`src/rtl/ps2_pkg.sv`:
```
// ps2_pkg: shared definitions for the PS/2 key decoder.
//   - Scan-code constants (scan code set 2) for prefixes and modifier keys.
//   - FSM state encoding.
//   - The key event record presented on the ev_* outputs.
package ps2_pkg;

    localparam logic [7:0] SC_E0     = 8'hE0;
    localparam logic [7:0] SC_E1     = 8'hE1;
    localparam logic [7:0] SC_F0     = 8'hF0;
    localparam logic [7:0] SC_LSHIFT = 8'h12;
    localparam logic [7:0] SC_RSHIFT = 8'h59;
    localparam logic [7:0] SC_CTRL   = 8'h14;
    localparam logic [7:0] SC_CAPS   = 8'h58;

    // Bytes following E1 in the Pause make/break sequence.
    localparam logic [2:0] SKIP_PAUSE = 3'd7;

    typedef enum logic [1:0] {
        ST_IDLE,
        ST_POP,
        ST_SETTLE,
        ST_EMIT
    } state_e;

    typedef struct packed {
        logic [7:0] code;
        logic       ext;
        logic       brk;
        logic       rpt;
        logic [7:0] ascii;
    } key_event_t;

endpackage

```
`src/rtl/ps2_key_decoder_ascii_map.sv`:
```
// ps2_ascii_map: combinational scan code (set 2) to ASCII translation.
//   code  in  8  scan code with prefixes stripped
//   ext   in  1  key was E0-prefixed (all such keys map to 0)
//   shift in  1  shift state before the current event
//   caps  in  1  caps lock state before the current event
//   ascii out 8  translated character, 0 when unmapped
module ps2_ascii_map (
    input  logic [7:0] code,
    input  logic       ext,
    input  logic       shift,
    input  logic       caps,
    output logic [7:0] ascii
);

    logic [7:0] lower;     // lowercase letter, 0 if not a letter key
    logic [7:0] digit;     // unshifted digit, 0 if not a digit key
    logic [7:0] digit_sh;  // shifted symbol on the digit row

    always_comb begin
        lower    = 8'h00;
        digit    = 8'h00;
        digit_sh = 8'h00;
        case (code)
            8'h1C: lower = 8'h61;  // a
            8'h32: lower = 8'h62;  // b
            8'h21: lower = 8'h63;  // c
            8'h23: lower = 8'h64;  // d
            8'h24: lower = 8'h65;  // e
            8'h2B: lower = 8'h66;  // f
            8'h34: lower = 8'h67;  // g
            8'h33: lower = 8'h68;  // h
            8'h43: lower = 8'h69;  // i
            8'h3B: lower = 8'h6A;  // j
            8'h42: lower = 8'h6B;  // k
            8'h4B: lower = 8'h6C;  // l
            8'h3A: lower = 8'h6D;  // m
            8'h31: lower = 8'h6E;  // n
            8'h44: lower = 8'h6F;  // o
            8'h4D: lower = 8'h70;  // p
            8'h15: lower = 8'h71;  // q
            8'h2D: lower = 8'h72;  // r
            8'h1B: lower = 8'h73;  // s
            8'h2C: lower = 8'h74;  // t
            8'h3C: lower = 8'h75;  // u
            8'h2A: lower = 8'h76;  // v
            8'h1D: lower = 8'h77;  // w
            8'h22: lower = 8'h78;  // x
            8'h35: lower = 8'h79;  // y
            8'h1A: lower = 8'h7A;  // z
            8'h16: begin digit = 8'h31; digit_sh = 8'h21; end  // 1 !
            8'h1E: begin digit = 8'h32; digit_sh = 8'h40; end  // 2 @
            8'h26: begin digit = 8'h33; digit_sh = 8'h23; end  // 3 #
            8'h25: begin digit = 8'h34; digit_sh = 8'h24; end  // 4 $
            8'h2E: begin digit = 8'h35; digit_sh = 8'h25; end  // 5 %
            8'h36: begin digit = 8'h36; digit_sh = 8'h5E; end  // 6 ^
            8'h3D: begin digit = 8'h37; digit_sh = 8'h26; end  // 7 &
            8'h3E: begin digit = 8'h38; digit_sh = 8'h2A; end  // 8 *
            8'h46: begin digit = 8'h39; digit_sh = 8'h28; end  // 9 (
            8'h45: begin digit = 8'h30; digit_sh = 8'h29; end  // 0 )
            default: ;
        endcase
    end

    always_comb begin
        ascii = 8'h00;
        if (!ext) begin
            if (lower != 8'h00) begin
                // Caps Lock only affects letters; shift cancels it.
                ascii = (shift ^ caps) ? (lower - 8'h20) : lower;
            end else if (digit != 8'h00) begin
                ascii = shift ? digit_sh : digit;
            end else begin
                case (code)
                    8'h29:   ascii = 8'h20;  // space
                    8'h5A:   ascii = 8'h0D;  // enter
                    8'h66:   ascii = 8'h08;  // backspace
                    8'h0D:   ascii = 8'h09;  // tab
                    8'h76:   ascii = 8'h1B;  // escape
                    default: ascii = 8'h00;
                endcase
            end
        end
    end

endmodule

```
`src/rtl/ps2_key_decoder.sv`:
```
// ps2_key_decoder: pops scan-code bytes from the PS/2 receiver FIFO, resolves
// E0/F0/E1 prefixes into make/break events, tracks Shift/Ctrl/Caps Lock and
// presents one event at a time with its ASCII translation.
//   clk, clrn            clock, asynchronous active-low reset
//   ready, data          receiver FIFO non-empty flag and head byte
//   overflow             receiver FIFO overflow flag
//   nextdata_n           active-low one-cycle pop request
//   ev_valid, ev_ready   event handshake toward the consumer
//   ev_code/ext/break/repeat/ascii   event payload, held while ev_valid
//   shift, ctrl, caps    current modifier state
//   key_count            distinct (non-repeat) presses, wraps at 256
//   lost                 sticky overflow indication
// SETTLE_CYC (>= 1) is the number of cycles ready is ignored after a pop.
module ps2_key_decoder
    import ps2_pkg::*;
#(
    parameter int SETTLE_CYC = 2
) (
    input  logic       clk,
    input  logic       clrn,
    input  logic       ready,
    input  logic [7:0] data,
    input  logic       overflow,
    output logic       nextdata_n,
    output logic       ev_valid,
    input  logic       ev_ready,
    output logic [7:0] ev_code,
    output logic       ev_ext,
    output logic       ev_break,
    output logic       ev_repeat,
    output logic [7:0] ev_ascii,
    output logic       shift,
    output logic       ctrl,
    output logic       caps,
    output logic [7:0] key_count,
    output logic       lost
);

    localparam int CNT_W = (SETTLE_CYC > 1) ? $clog2(SETTLE_CYC) : 1;

    state_e     state_q, state_d;
    logic [CNT_W-1:0] settle_q, settle_d;
    logic [7:0] byte_q, byte_d;
    logic       ext_p_q, ext_p_d;
    logic       brk_p_q, brk_p_d;
    logic [2:0] skip_q, skip_d;
    logic [7:0] last_key_q, last_key_d;
    logic       nextdata_n_q, nextdata_n_d;
    logic       ev_valid_q, ev_valid_d;
    key_event_t ev_q, ev_d;
    logic       lshift_q, lshift_d;
    logic       rshift_q, rshift_d;
    logic       lctrl_q, lctrl_d;
    logic       rctrl_q, rctrl_d;
    logic       shift_q, shift_d;
    logic       ctrl_q, ctrl_d;
    logic       caps_q, caps_d;
    logic [7:0] key_count_q, key_count_d;
    logic       lost_q, lost_d;

    logic       is_make;
    logic       is_rpt;
    logic [7:0] ascii_w;

    // Translation uses the modifier state as it stood before this byte.
    ps2_ascii_map u_ascii_map (
        .code  (byte_q),
        .ext   (ext_p_q),
        .shift (shift_q),
        .caps  (caps_q),
        .ascii (ascii_w)
    );

    always_comb begin
        state_d      = state_q;
        settle_d     = settle_q;
        byte_d       = byte_q;
        ext_p_d      = ext_p_q;
        brk_p_d      = brk_p_q;
        skip_d       = skip_q;
        last_key_d   = last_key_q;
        nextdata_n_d = 1'b1;
        ev_valid_d   = ev_valid_q;
        ev_d         = ev_q;
        lshift_d     = lshift_q;
        rshift_d     = rshift_q;
        lctrl_d      = lctrl_q;
        rctrl_d      = rctrl_q;
        caps_d       = caps_q;
        key_count_d  = key_count_q;
        lost_d       = lost_q;
        is_make      = !brk_p_q;
        is_rpt       = !brk_p_q && (byte_q == last_key_q);

        case (state_q)
            ST_IDLE: begin
                if (ready) begin
                    byte_d       = data;
                    nextdata_n_d = 1'b0;
                    state_d      = ST_POP;
                end
            end

            ST_POP: begin
                settle_d = '0;
                state_d  = ST_SETTLE;
            end

            ST_SETTLE: begin
                if (settle_q != CNT_W'(SETTLE_CYC - 1)) begin
                    settle_d = settle_q + 1'b1;
                end else begin
                    state_d = ST_IDLE;
                    if (skip_q != 3'd0) begin
                        skip_d = skip_q - 3'd1;
                    end else if (byte_q == SC_E1) begin
                        skip_d = SKIP_PAUSE;
                    end else if (byte_q == SC_E0) begin
                        ext_p_d = 1'b1;
                    end else if (byte_q == SC_F0) begin
                        brk_p_d = 1'b1;
                    end else begin
                        ev_d.code  = byte_q;
                        ev_d.ext   = ext_p_q;
                        ev_d.brk   = brk_p_q;
                        ev_d.rpt   = is_rpt;
                        ev_d.ascii = ascii_w;
                        ext_p_d    = 1'b0;
                        brk_p_d    = 1'b0;

                        // Modifier keys are tracked per side so releasing one
                        // Shift/Ctrl does not drop the state of the other.
                        if (byte_q == SC_LSHIFT) lshift_d = is_make;
                        if (byte_q == SC_RSHIFT) rshift_d = is_make;
                        if (byte_q == SC_CTRL) begin
                            if (ext_p_q) rctrl_d = is_make;
                            else         lctrl_d = is_make;
                        end

                        if (is_make && !is_rpt) begin
                            if (byte_q == SC_CAPS) caps_d = !caps_q;
                            last_key_d  = byte_q;
                            key_count_d = key_count_q + 8'd1;
                        end
                        if (!is_make && (byte_q == last_key_q)) begin
                            last_key_d = 8'h00;
                        end

                        ev_valid_d = 1'b1;
                        state_d    = ST_EMIT;
                    end
                end
            end

            ST_EMIT: begin
                // No pop here: a stalled consumer backs up into the FIFO.
                if (ev_ready) begin
                    ev_valid_d = 1'b0;
                    state_d    = ST_IDLE;
                end
            end

            default: state_d = ST_IDLE;
        endcase

        // Bytes were dropped upstream, so any partial prefix is meaningless.
        if (overflow) begin
            lost_d  = 1'b1;
            ext_p_d = 1'b0;
            brk_p_d = 1'b0;
            skip_d  = 3'd0;
        end

        shift_d = lshift_d | rshift_d;
        ctrl_d  = lctrl_d | rctrl_d;
    end

    always_ff @(posedge clk or negedge clrn) begin
        if (!clrn) begin
            state_q      <= ST_IDLE;
            settle_q     <= '0;
            byte_q       <= 8'h00;
            ext_p_q      <= 1'b0;
            brk_p_q      <= 1'b0;
            skip_q       <= 3'd0;
            last_key_q   <= 8'h00;
            nextdata_n_q <= 1'b1;
            ev_valid_q   <= 1'b0;
            ev_q         <= '0;
            lshift_q     <= 1'b0;
            rshift_q     <= 1'b0;
            lctrl_q      <= 1'b0;
            rctrl_q      <= 1'b0;
            shift_q      <= 1'b0;
            ctrl_q       <= 1'b0;
            caps_q       <= 1'b0;
            key_count_q  <= 8'h00;
            lost_q       <= 1'b0;
        end else begin
            state_q      <= state_d;
            settle_q     <= settle_d;
            byte_q       <= byte_d;
            ext_p_q      <= ext_p_d;
            brk_p_q      <= brk_p_d;
            skip_q       <= skip_d;
            last_key_q   <= last_key_d;
            nextdata_n_q <= nextdata_n_d;
            ev_valid_q   <= ev_valid_d;
            ev_q         <= ev_d;
            lshift_q     <= lshift_d;
            rshift_q     <= rshift_d;
            lctrl_q      <= lctrl_d;
            rctrl_q      <= rctrl_d;
            shift_q      <= shift_d;
            ctrl_q       <= ctrl_d;
            caps_q       <= caps_d;
            key_count_q  <= key_count_d;
            lost_q       <= lost_d;
        end
    end

    assign nextdata_n = nextdata_n_q;
    assign ev_valid   = ev_valid_q;
    assign ev_code    = ev_q.code;
    assign ev_ext     = ev_q.ext;
    assign ev_break   = ev_q.brk;
    assign ev_repeat  = ev_q.rpt;
    assign ev_ascii   = ev_q.ascii;
    assign shift      = shift_q;
    assign ctrl       = ctrl_q;
    assign caps       = caps_q;
    assign key_count  = key_count_q;
    assign lost       = lost_q;

endmodule

```
`config.mk`:
```
export PLATFORM = sky130hd
export DESIGN_NAME = ps2_key_decoder
export DESIGN_NICKNAME = d
export VERILOG_FILES = /design/src/rtl/ps2_pkg.sv /design/src/rtl/ps2_key_decoder_ascii_map.sv /design/src/rtl/ps2_key_decoder.sv
export SDC_FILE = /design/constraint.sdc
export NUM_CORES = 1
export LEC_CHECK = 0
export ABC_AREA = 1
export BUFFER_PORTS_ARGS = -buffer_cell sky130_fd_sc_hd__clkbuf_2
export CAP_MARGIN = 20
export CORE_ASPECT_RATIO = 1.1
export CORE_MARGIN = 1.5
export CORE_UTILIZATION = 55
export DETAILED_ROUTE_END_ITERATION = 7
export PLACE_DENSITY = 0.76
export SLEW_MARGIN = 10
export SYNTH_ARGS = -nofsm -noshare
export SYNTH_HDL_FRONTEND = slang
export SYNTH_SLANG_ARGS = --single-unit
```
`constraint.sdc`:
```
create_clock -name clk -period 4.1 [get_ports clk]
set_clock_uncertainty 0.1 [all_clocks]
set_input_delay 0.82 -clock clk [delete_from_list [all_inputs] [get_ports clk]]
set_output_delay 0.82 -clock clk [all_outputs]
set_load 0.005 [all_outputs]
```
After elaboration in Yosys (flattened, before gate mapping) --
Index checks and enable logic that the tools add are counted.
Storage, ports and cells: flip-flop bits (word level) 61, input bits 13, output and inout port bits 33, logic and storage cells 202
Operators by class: add/sub/neg operators 4, eq/ne operators 63, muxes and demuxes 79, bitwise gates (word level) 7, reduce and logical (&&, ||, !) cells 26
Operators with widths (number):
- $eq A8 B6 Y1 const B | 23
- $pmux W7 S26 | 1
- $eq A8 B7 Y1 const B | 12
- $eq A8 B5 Y1 const B | 9
- $pmux W7 S10 | 1
- $pmux W6 S10 | 1
- $mux W1 | 53
- $mux W8 | 6
- $pmux W6 S5 | 1
- $eq A8 B8 Y1 const B | 3
- $reduce_and A7 Y1 | 3
- $ne A2 B2 Y1 const B | 10
- $reduce_bool A8 Y1 | 2
- $mux W3 | 5
- $mux W2 | 7
- $reduce_and A5 Y1 | 2
- $reduce_bool A2 Y1 | 5
- $add A8 B1 Y8 const B | 1
- $eq A8 B4 Y1 const B | 1
- $eq A8 B8 Y1 | 1
- $pmux W2 S4 | 1
- $reduce_and A8 Y1 | 1
- $sub A7 B6 Y8 const B | 1
- $mux W7 | 1
- 16 further kinds | 28

Logic depth before layout (Yosys ltp) --
depth after elaboration 10, depth in mapped cells 16

Cells and area by module --
From an unflattened synthesis, not the netlist that was laid out.
Unflattened totals: cell total of the unflattened synthesis 580, area total of the unflattened synthesis 4020.1 sq um
By module, submodules not included:
- ps2_key_decoder | times used 1, cells an instance 335, area each 2994.1 sq um
- ps2_ascii_map | times used 1, cells an instance 245, area each 1026.0 sq um

Worst setup path before layout --
Ideal clock, no wire load.
kind register -> register, from register byte_q[2], to register last_key_q[5], data arrival time 1867 ps, setup slack 2012 ps, cell stages (with the launch flop) 12, path buffers 2, clock period less this slack 2088 ps, cells stage by stage dfrtp_1 -> buf_2 -> xor2_1 -> a21oi_1 -> nand3_1 -> nor4_1 -> ha_1 -> inv_1 -> nor2_1 -> buf_2 -> nand3_1 -> o21ai_1
Between the ends: cells in the longest elaborated chain, start to end 6, elaborated cells on any way between the ends 14, classes of those cells eq/ne: 4; mux: 1; bitwise: 3; reduce/logical: 6
RTL lines:
- from (decl) | RTL line ps2_key_decoder.sv:43 | logic [7:0] byte_q, byte_d;
- from (signal assigned) | RTL line ps2_key_decoder.sv:202 | byte_q <= byte_d;
- $eq A8 B8 Y1 | RTL line ps2_key_decoder.sv:93, ps2_key_decoder.sv:145
- $logic_and A1 B1 Y1 | RTL line ps2_key_decoder.sv:93 | is_rpt = !brk_p_q && (byte_q == last_key_q);
- $logic_not A1 Y1 | RTL line ps2_key_decoder.sv:140 | if (is_make && !is_rpt) begin
- $logic_and A1 B1 Y1 | RTL line ps2_key_decoder.sv:140
- $reduce_bool A2 Y1 (no source line)
- $reduce_and A7 Y1 (no source line)
- to (signal assigned) | RTL line ps2_key_decoder.sv:206 | last_key_q <= last_key_d;
- to (decl) | RTL line ps2_key_decoder.sv:47 | logic [7:0] last_key_q, last_key_d;
Several ways; a longest one is shown, not always the timed one. A chain may end at the register's enable or synchronous reset.

Worst setup path in the final report --
from register byte_q[3], to register last_key_q[5]
The elaborated chain is that of the path after synthesis.

==> flow_metrics.env <==
export IMPL_total_power_mw=2.420
export IMPL_hold_viol_final=0
export IMPL_n_antenna_cell=0
export IMPL_vias_per_cell=5.307
export IMPL_antenna_left=0
export IMPL_path_max_fanout=11
export IMPL_yosysTopAreaCellShare_pct=38.54
export IMPL_highest_layer="met4"
export IMPL_pin_count=46
export IMPL_grt_max_degree=39
export IMPL_reg2reg_from="byte_q[3]"
export IMPL_syn_cell_area_um2=3896
export IMPL_synth_area_top_cells="dfrtp_1, nand2_1, nor2_1"
export IMPL_r2r_slack_ns=1.41
export IMPL_dr_pass1_iters=6
export IMPL_cts_path_max_buffers=2
export IMPL_yosysWarnings=0
export IMPL_end_kind="flop"
export IMPL_yosys_area_top_type="dfrtp_1"
export IMPL_min_period_over_period_pct=65.53
export IMPL_final_util_pct=63.04
export IMPL_cts_root_buf="clkbuf_8"
export IMPL_layout_commonest_cell="nand2_1"
export IMPL_finalWirelength_mm=9.515
export IMPL_cts_tree="yes"
export IMPL_grtUsageTotal_pct=27.39
export IMPL_p_switching_mw=1.059
export IMPL_dp_cells=683
export IMPL_worst_ir_drop_vdd_uv=516.9
export IMPL_rows=32
export IMPL_vias=3715
export IMPL_design_area_um2=4367
export IMPL_synthCells=564
export IMPL_syn_num_nets=589
export IMPL_wirelength_met1_mm=4.358
export IMPL_cts_setup_buffers=0
export IMPL_slew_violations=0
export IMPL_dieWidth_um=83.25
export IMPL_rsz0062_at_grt="no"
export IMPL_cts_made_buffers=9
export IMPL_seqPwrFrac_pct=40.1
export IMPL_overflow=0
export IMPL_initial_core_util_pct=56.25
export IMPL_area_growth_pct=12.07
export IMPL_core_um2=6927
export IMPL_power_internal_mw=1.361
export IMPL_clockPowerShare_pct=19.3
export IMPL_cts_hold_buf=0
export IMPL_dr_wl_met3_um=372
export IMPL_cp_required_ns=4.26
export IMPL_gp_congestion=0.9741
export IMPL_period_needed_ns=2.687
export IMPL_crit_type="reg -> reg"
export IMPL_fin_cells=700
export IMPL_status="completed"
export IMPL_drive_gt1_share_pct=15.12
export IMPL_hpwlAfterDp_mm=7.102
export IMPL_drtIter0Drc=223
export IMPL_setup_tns_ns=0
export IMPL_tightest_slew_ns=0.8459
export IMPL_dieHeight_um=91.28
export IMPL_drc=0
export IMPL_hold_class="in -> async"
export IMPL_path_clk_slew_ns=0.07
export IMPL_antenna_found_initial=0
export IMPL_power_share_switching_pct=43.77
export IMPL_slew_limit_headroom_pct=43.40
export IMPL_endpoint="last_key_q[5]"
export IMPL_insertion_delay_ns=0.34
export IMPL_p_per_area_nw_per_um2=554.1
export IMPL_syn_area_per_cell_um2=6.908
export IMPL_drv_cap=0
export IMPL_holdWs_ns=0.3438
export IMPL_cp_startpoint="byte_q[3]"
export IMPL_finalWorstSetupSlack_ns=1.413
export IMPL_leakage_nw=2.394
export IMPL_finalSetupViolCount=0
export IMPL_synth_distinct_cells=33
export IMPL_routed_wl_met2_mm=4.492
export IMPL_grt_pass1_vias=3554
export IMPL_ys_ff_latch=61
export IMPL_pre_cts_slack_ns=1.515
export IMPL_start_kind="flop"
export IMPL_final_cell_mix="nand2_1, nor2_1, dfrtp_1"
export IMPL_worstPathArrival_ns=2.85
export IMPL_p_comb_share_pct=40.6
export IMPL_cts_resized=0
export IMPL_wl_per_cell_um=13.59
export IMPL_cts_sinks=61
export IMPL_postPlaceCellArea_um2=4172
export IMPL_grt_pass1_wl_mm=16.66
export IMPL_portBuffers=45
export IMPL_r2r_cells=10
export IMPL_cts_htree_levels=3
export IMPL_synth_seq_area_share_pct=39.21
export IMPL_nets=635
export IMPL_fmax_mhz=372.2
export IMPL_die_area_um2=7599
export IMPL_rr_endpoint="last_key_q[5]"
[sequential cells by signal (all words and copies together), names as in the netlist, 2 cells and up]
register    flops
state_q         2
byte_q          8
last_key_q      8
ev_ascii        8
key_count       8
ev_code         8
skip_q          3
[worst max-delay path, cell delays in order, from the launching register on]
cell and delay, ns:
dfrtp_1 0.46, inv_2 0.15, nand2_1 0.06, a21oi_1 0.14
nand3_1 0.09, nor4_1 0.43, ha_1 0.20, inv_1 0.09
nor2_1 0.59, nand3_1 0.19, o21ai_1 0.13
[synthesized netlist by cell type]
cell	count
nand2_1	179
nand3b_1	1
or2_2	1
clkbuf_1	2
xor2_1	10
a21oi_1	20
inv_2	9
a31oi_1	1
dfstp_2	1
buf_6	1
o21ai_1	3
nor2_1	81
nand2_4	1
nor3b_1	1
o2111ai_1	1
o22ai_1	1
nand2_2	4
o311ai_0	1
and3_1	1
buf_2	9
nand4_1	12
dfrtp_1	60
xnor2_1	5
ha_1	12
nor3_1	4
nor4_1	2
nor2_4	5
a211oi_1	2
nor2_2	9
nor3_2	1
inv_1	49
o21ai_0	31
nand3_1	44
[power groups by stage]
stage | logic [mW] | clock network (mW) | registers, mW
detailed placement | 0.974 | 0 | 0.978
finish | 0.983 | 0.466 | 0.971
floorplan | 0.729 | 0 | 0.931
CTS | 0.981 | 0.474 | 0.970
global route | 1.14 | 0.499 | 1.00
global placement | 0.966 | 0 | 0.971
[logic make-up (layout without fill, tap and decap cells)]
family | Yosys count | count (layout) | synth area share (%)
flops | 61 | 61 | 39.21
buf+inv | 70 | 121 | 7.225
simple gates | 346 | 346 | 38.25
compound gates | 60 | 60 | 8.093
xor+xnor | 15 | 15 | 3.372
fa+ha+maj | 12 | 12 | 3.853
[per-layer routing]
| metal | GRT usage, % | up-vias |
|---|---|---|
| met2 | 44.17 | 106 |
| li1 | - | 1884 |
| met3 | 5.091 | 29 |
| met5 | 0 | - |
| met4 | 11.39 | 0 |
| met1 | 36.33 | 1696 |
[area by class of cell]
cell class	instances	area, um2
clock buffer	10	127.6
fill	653	2560
tap	85	106.4
multi-input combinational	433	2087
timing repair buffer	47	260.3
sequential	61	1528
inverter	58	217.7
clock inverter	6	40.04
[worst min path at each step]
| stage | endpoint | slack (ns) | cells past startpoint |
|---|---|---|---|
| 2_1_floorplan | rctrl_q | 0.34 | 2 |
| 4_1_cts | ev_ascii[4] | 0.38 | 2 |
| 5_1_grt | ev_ascii[4] | 0.39 | 1 |
| 6_report | ev_ascii[4] | 0.34 | 1 |
| 3_5_place_dp | ev_ascii[4] | 0.36 | 2 |
| 3_3_place_gp | lost | 0.35 | 1 |
Power figures use the tool's default switching activity.
